===== config.mk =====
export PLATFORM = sky130hd
export DESIGN_NAME = bcd_counter_multi
export DESIGN_NICKNAME = d
export VERILOG_FILES = /design/src/rtl/bcd_counter_multi.sv
export SDC_FILE = /design/constraint.sdc
export NUM_CORES = 1
export LEC_CHECK = 0
export ABC_AREA = 1
export CORE_MARGIN = 2
export CORE_UTILIZATION = 64
export DETAILED_ROUTE_END_ITERATION = 8
export DONT_BUFFER_PORTS = 1
export MAX_ROUTING_LAYER = met4
export PLACE_DENSITY = 0.8
export SETUP_SLACK_MARGIN = 0.4
export SKIP_CTS_REPAIR_TIMING = 1
export SYNTH_ARGS = -nofsm -noshare
export SYNTH_HDL_FRONTEND = slang
export SYNTH_SLANG_ARGS = --single-unit

===== constraint.sdc =====
create_clock -name clk -period 1.99 [get_ports clk]
set_input_delay 0.398 -clock clk [delete_from_list [all_inputs] [get_ports clk]]
set_output_delay 0.398 -clock clk [all_outputs]
set_load 0.02 [all_outputs]

===== src/rtl/bcd_counter_multi.sv =====
// bcd_counter_multi: parametrised multi-digit BCD up/down counter.
//
// DIGITS cascaded decade stages share one clock. All stepping digits update
// in the same cycle. Synchronous clear and load are provided. The counter
// reports terminal count and flags overflow and bad load values.
//
// Configuration macro: BCDC_SAT_EN
//   defined   - an en step taken at terminal count leaves count unchanged
//               (saturates), and ovf pulses for every blocked step
//   undefined - wrap-around: all-9s -> 0 counting up, 0 -> all-9s counting
//               down, and ovf pulses on the wrap
//
// Parameters
//   DIGITS    number of BCD digits (>=1); count width is 4*DIGITS
//
// Ports
//   clk       clock, rising edge
//   rst       asynchronous reset, active-low
//   en        count enable, one step per clock while high
//   up_dn     1 = count up, 0 = count down
//   clr       synchronous clear (highest priority)
//   load      synchronous load of load_val (beats en)
//   load_val  value to load, digit i at bits [4i+3:4i]
//   count     current BCD value, digit 0 least significant
//   tc        terminal count, combinational: all 9s up, all 0s down
//   ovf       registered 1-cycle pulse after an en step taken at tc
//   load_err  registered 1-cycle pulse after a load holding a nibble > 9
module bcd_counter_multi #(
    parameter int unsigned DIGITS = 4
) (
    input  logic                clk,
    input  logic                rst,
    input  logic                en,
    input  logic                up_dn,
    input  logic                clr,
    input  logic                load,
    input  logic [4*DIGITS-1:0] load_val,
    output logic [4*DIGITS-1:0] count,
    output logic                tc,
    output logic                ovf,
    output logic                load_err
);

    logic [4*DIGITS-1:0] count_q, count_d;
    logic [4*DIGITS-1:0] step_val;
    logic [4*DIGITS-1:0] load_san;
    logic                load_bad;
    logic                ovf_q, ovf_d;
    logic                load_err_q, load_err_d;
    logic                all9, all0;

    // Terminal-count detection over all digits.
    always_comb begin
        all9 = 1'b1;
        all0 = 1'b1;
        for (int i = 0; i < int'(DIGITS); i++) begin
            all9 = all9 & (count_q[4*i +: 4] == 4'd9);
            all0 = all0 & (count_q[4*i +: 4] == 4'd0);
        end
    end

    // tc is deliberately independent of en/clr/load so it can drive the en
    // of a further cascaded counter.
    assign tc = up_dn ? all9 : all0;

    // One step in the current direction. A digit steps only while every
    // lower digit sits at its roll-over value; digit 0 always steps.
    // Stepping from terminal count naturally wraps every digit.
    always_comb begin : p_step
        logic       ripple;
        logic [3:0] dig;
        step_val = count_q;
        ripple   = 1'b1;
        for (int i = 0; i < int'(DIGITS); i++) begin
            dig = count_q[4*i +: 4];
            if (ripple) begin
                if (up_dn) begin
                    step_val[4*i +: 4] = (dig == 4'd9) ? 4'd0 : dig + 4'd1;
                end else begin
                    step_val[4*i +: 4] = (dig == 4'd0) ? 4'd9 : dig - 4'd1;
                end
            end
            ripple = ripple & (up_dn ? (dig == 4'd9) : (dig == 4'd0));
        end
    end

    // Non-BCD load nibbles are forced to 0 so count never holds an illegal digit.
    always_comb begin
        load_san = '0;
        load_bad = 1'b0;
        for (int i = 0; i < int'(DIGITS); i++) begin
            if (load_val[4*i +: 4] > 4'd9) begin
                load_bad = 1'b1;
            end else begin
                load_san[4*i +: 4] = load_val[4*i +: 4];
            end
        end
    end

    // Priority clr > load > en; ovf and load_err are pulses that default low.
    always_comb begin
        count_d    = count_q;
        ovf_d      = 1'b0;
        load_err_d = 1'b0;
        if (clr) begin
            count_d = '0;
        end else if (load) begin
            count_d    = load_san;
            load_err_d = load_bad;
        end else if (en) begin
            ovf_d = tc;
`ifdef BCDC_SAT_EN
            if (!tc) begin
                count_d = step_val;
            end
`else
            count_d = step_val;
`endif
        end
    end

    always_ff @(posedge clk or negedge rst) begin
        if (!rst) begin
            count_q    <= '0;
            ovf_q      <= 1'b0;
            load_err_q <= 1'b0;
        end else begin
            count_q    <= count_d;
            ovf_q      <= ovf_d;
            load_err_q <= load_err_d;
        end
    end

    assign count    = count_q;
    assign ovf      = ovf_q;
    assign load_err = load_err_q;

endmodule


Yosys cells after proc, flatten, opt, wreduce, memory -nomap -nowiden
Cells that the tools add are included.
Widths: inputs -> output; s select.
{"block": "totals", "mem_count": 0, "latchBits": 0, "ff_bits": 18, "out_inout_bits": 19, "romBits": 0, "mem_bits_rw": 0}
{"block": "classes", "n_lt_le_gt_ge": 4, "n_shift": 0, "n_eq_ne": 4, "n_mux": 35, "n_reduce_logical": 11, "n_div": 0, "bitwise": 8, "n_mul": 0, "addsub": 8}
{"op": "$mux 4", "count": 19}
{"op": "$mux 16", "count": 3}
{"op": "$add 4x1->4 const B", "count": 4}
{"op": "$eq 4x4->1 const B", "count": 4}
{"op": "$gt 4x4->1 const B", "count": 4}
{"op": "$logic_not 4->1", "count": 4}
{"op": "$sub 4x1->4 const B", "count": 4}
{"op": "$mux 1", "count": 13}
{"op": "$reduce_bool 3->1", "count": 4}
{"op": "$and 1x1->1", "count": 8}
{"op": "$reduce_and 2->1", "count": 3}

Logic depth before layout (Yosys ltp)
{"block": "logic_depth", "ltp_word": 8, "ltp_mapped": 11}

Worst setup path after synthesis
OpenSTA, ideal clock, no wires.
{"block": "synth_path", "path_type": "register to output", "from": "register count_q[8] (netlist: count[8])", "to": "output tc", "arrival_ps": 1345, "t_required_ps": 1592, "n_path_buf": 0, "setup_slack_ps": 247, "stages_incl_launch_ff": 7, "cell_sequence": "dfrtp_1 > inv_1 > ha_1 > nand3_1 > nor3_1 > nand2_1 > nand2_1"}
{"block": "synth_via", "elab_chain_len": 4, "word_cells_on_any_way": 7, "classes_between": "eq/ne (1); mux (1); bitwise (4); reduce/logical (1)"}
{"item": "start, declared", "line": "44", "text": "logic [4*DIGITS-1:0] count_q, count_d;"}
{"item": "start signal, assigned", "line": "128", "text": "count_q <= count_d;"}
{"item": "$eq 4x4->1 or $logic_not 4->1 (tied branches)", "line": "57, 58"}
{"item": "$and 1x1->1 (on tied branches) (2 in series)", "line": "57, 58"}
{"item": "$mux 1 (*)", "line": "64", "text": "assign tc = up_dn ? all9 : all0;"}
{"item": "end, declared", "line": "39", "text": "output logic tc,"}
Mark *: on every way between the ends. The rest lies on a longest branch, timed or not.

Worst setup path after layout
Ends and elaborated chain as after synthesis.

==> run metrics <==
placed inst area 1834 um2; Reg2Reg Setup Slack 0.32 ns; Die ar. 3129 um2; core area 2522 um2; drt wl/cell 15.11 um; Yosys top cell area share 26.09%; DP HPWL 3.160 mm; Post-Syn Area 1727 um2; clock share of power 20.1%; FF+latch count, synth 18; final instance area 2067 um2; Die Span X 55.94 um; Sw Pwr 530.3 uW; Min-Delay Path Depth 2; Max Cap Viol 0; number of antenna violations at the first check in global routing 0; Seq/Total Area, Yosys 26.09%; worst flop-to-flop path startpoint count[1]; FF+latch area 465.4 um2; warnings from Yosys 0; TritonCTS clock tree yes; sum of buffers and inverters on the critical path 1; largest net degree at the start of global routing 19; Final Hold Viols 0; GP Congestion 0.8914; fmax 490.8 MHz; io pins 41; Min-Delay Path Class in -> reg; total power 1230 uW; status finished with violations; DRC 0; final clock period utilization by the worst path 102.4%; Final nets 309; Worst Setup Start Kind flop; n_diodes 0; CTS H-Tree Depth 1; count leader, synth nand2_1; Worst-Margin Slew 0.8881 ns; starting DRC count in detailed routing 170; synth cell count leaders 77 x nand2_1, 35 x nand3_1, 23 x inv_1, 18 x dfrtp_1; Gate power share 38.5%; clock sink count 18; CP top delay family flip-flops; vias in the first global route 1718; slew margin rel. 40.60%; Internal Pwr Total 700.1 uW; sequential power share 41.5%; GR Overflow Total 0; Num CTS Buffers 3; Async SR Flop Fraction 100.0%; CTS clk-pin slew, worst paths 0.13 ns; Initial DRT Pass Iterations 7; min cycle time layout 2.038 ns; failing checks setup timing; fin cells 306; final setup margin -0.04758 ns; static leakage power 0.0009519 uW; Endpoint, Worst Hold ovf; DP Worst Slack 0.2401 ns; area leader, netlist dfrtp_1; crit path max-delay cell type dfrtp_2; Setup crit end kind output pin; CTS Root Cell clkbuf_4; Worst EP arrival 1.64 ns; Crit path largest cell delay 0.54 ns; # fillers 189; initial core utilization 68.45%; Routed WL 4.623 mm; Synthesized Nets 297; CTS max path bufs 2; antenna-violating nets left 0; area of the multi-input gates 1310 um2; sw frac 43.10%; Hold Path Origin en; prevailing post-synth register cell dfrtp_1; reg2reg end count[10]; Distinct cells, synth 31; peak supply drop 0.5761 mV; routed vias 1880; layout cells sized above 1 27.90%; Placed Cells 294; Die Span Y 55.94 um; Setup Viol. Count Final 1; Clock Skew 0.01006 ns; P&R area growth vs syn 19.71%; CP Data Required Time 1.59 ns; Site Rows 18; PortBufs 0; first-pass GRT wire length 7.155 mm; Cell Chain, Critical Path inv_4 > ha_4 > nand3_4 > nor3_2 > nand2_1 > nand2_2; Slew Viols, Final 0; cells after synthesis 265; Setup Crit Path Kind reg -> out; DR vias/cell 6.144; Max Fanout on Critical Path 6; Fin Setup TNS -0.04758 ns; pwr dens 595.3 nW/um2; number of synthesized flops with an enable pin 0; RSZ-0062 raised after global routing true; leading post-synthesis cells by cell area dfrtp_1 26%, nand2_1 17%, nand3_1 10%, ha_1 7.2%, inv_1 5.0%; reg2reg path depth 9; Avg Synthesized Cell Area 6.516 um2; insertion delay to the later sink of the worst-skew pair 0.31 ns; GRT Resource Usage Total 28.76%
## worst register-to-register path, stage by stage (launching register included)
cell and delay (ns):
dfrtp_2 0.51, inv_4 0.11, ha_4 0.14, nand4_1 0.14, nand2_2 0.13, nand2_4 0.08
o21ai_4 0.27, inv_2 0.06, nand2_1 0.07, nand2_1 0.07
## cells by family (layout without fill, tap and decap cells)
family,after synthesis,in the layout,synth area share (%)
buffers and inverters,34,45,7.898
xor gates and xnor gates,4,4,2.029
adders and majority gates,10,10,7.246
AOI/OAI and AO/OA,43,43,14.28
DFF,18,18,26.09
and+or+nand+nor,156,156,42.46
## layout make-up
type	count	share of cell area [%]
Clock buffer	4	1.755
Sequential cell	18	22.52
Multi-Input combinational cell	213	63.38
Inverter	30	6.416
Tap cell	30	1.816
Timing Repair Buffer	11	4.116
## stage by stage
step | hold WS, ns | util [%]
floorplan | 0.1024 | -
global placement | 0.1027 | 72.72
detailed placement | 0.1027 | 72.72
CTS | -0.2418 | 74.16
global route | 0.2373 | 81.94
finish | 0.2352 | 81.94
## power by group through the flow
stage / clock [uW] / sequential [uW] / combinational, uW
floorplan: 0 / 501 / 319
global placement: 0 / 506 / 383
detailed placement: 0 / 506 / 387
CTS: 251 / 499 / 389
global route: 262 / 518 / 526
finish: 247 / 511 / 473
## routing by layer
metal / vias up / part of all wire [%] / global-route usage [%]
li1: 900 / - / -
met1: 857 / 43 / 37.12
met2: 105 / 47 / 45.75
met3: 18 / 7.4 / 4.651
met4: 0 / 2.5 / 10.54
met5: - / 0 / -
## layout by cell type, fill, tap and decap left out, drive strengths merged, types with 3 or more instances in the layout
cell type / synthesis / final
inv: 30 / 30
dfrtp: 18 / 18
nor2: 25 / 25
nand2: 85 / 85
nand3: 36 / 36
o21ai: 23 / 23
clkbuf: 2 / 4
ha: 10 / 10
nand4: 6 / 6
a21oi: 13 / 13
buf: 2 / 10
o211ai: 3 / 3
nor3: 3 / 3
xor2: 3 / 3
## flip-flops by register name, summed over array words and instances, names as in the netlist
| name | flops |
|---|---|
| count | 16 |
| load_err | 1 |
| ovf | 1 |
## how the worst max path moves through the flow
stage	start	slack [ns]	cells past startpoint	to
detailed placement	count[9]	0.24	6	tc
global placement	count[9]	0.26	6	tc
global route	count[8]	-0.12	6	tc
CTS	count[9]	-0.12	6	tc
floorplan	count[3]	0.40	6	tc
finish	count[8]	-0.05	6	tc
No activity file was read; power rests on OpenSTA's default activity.
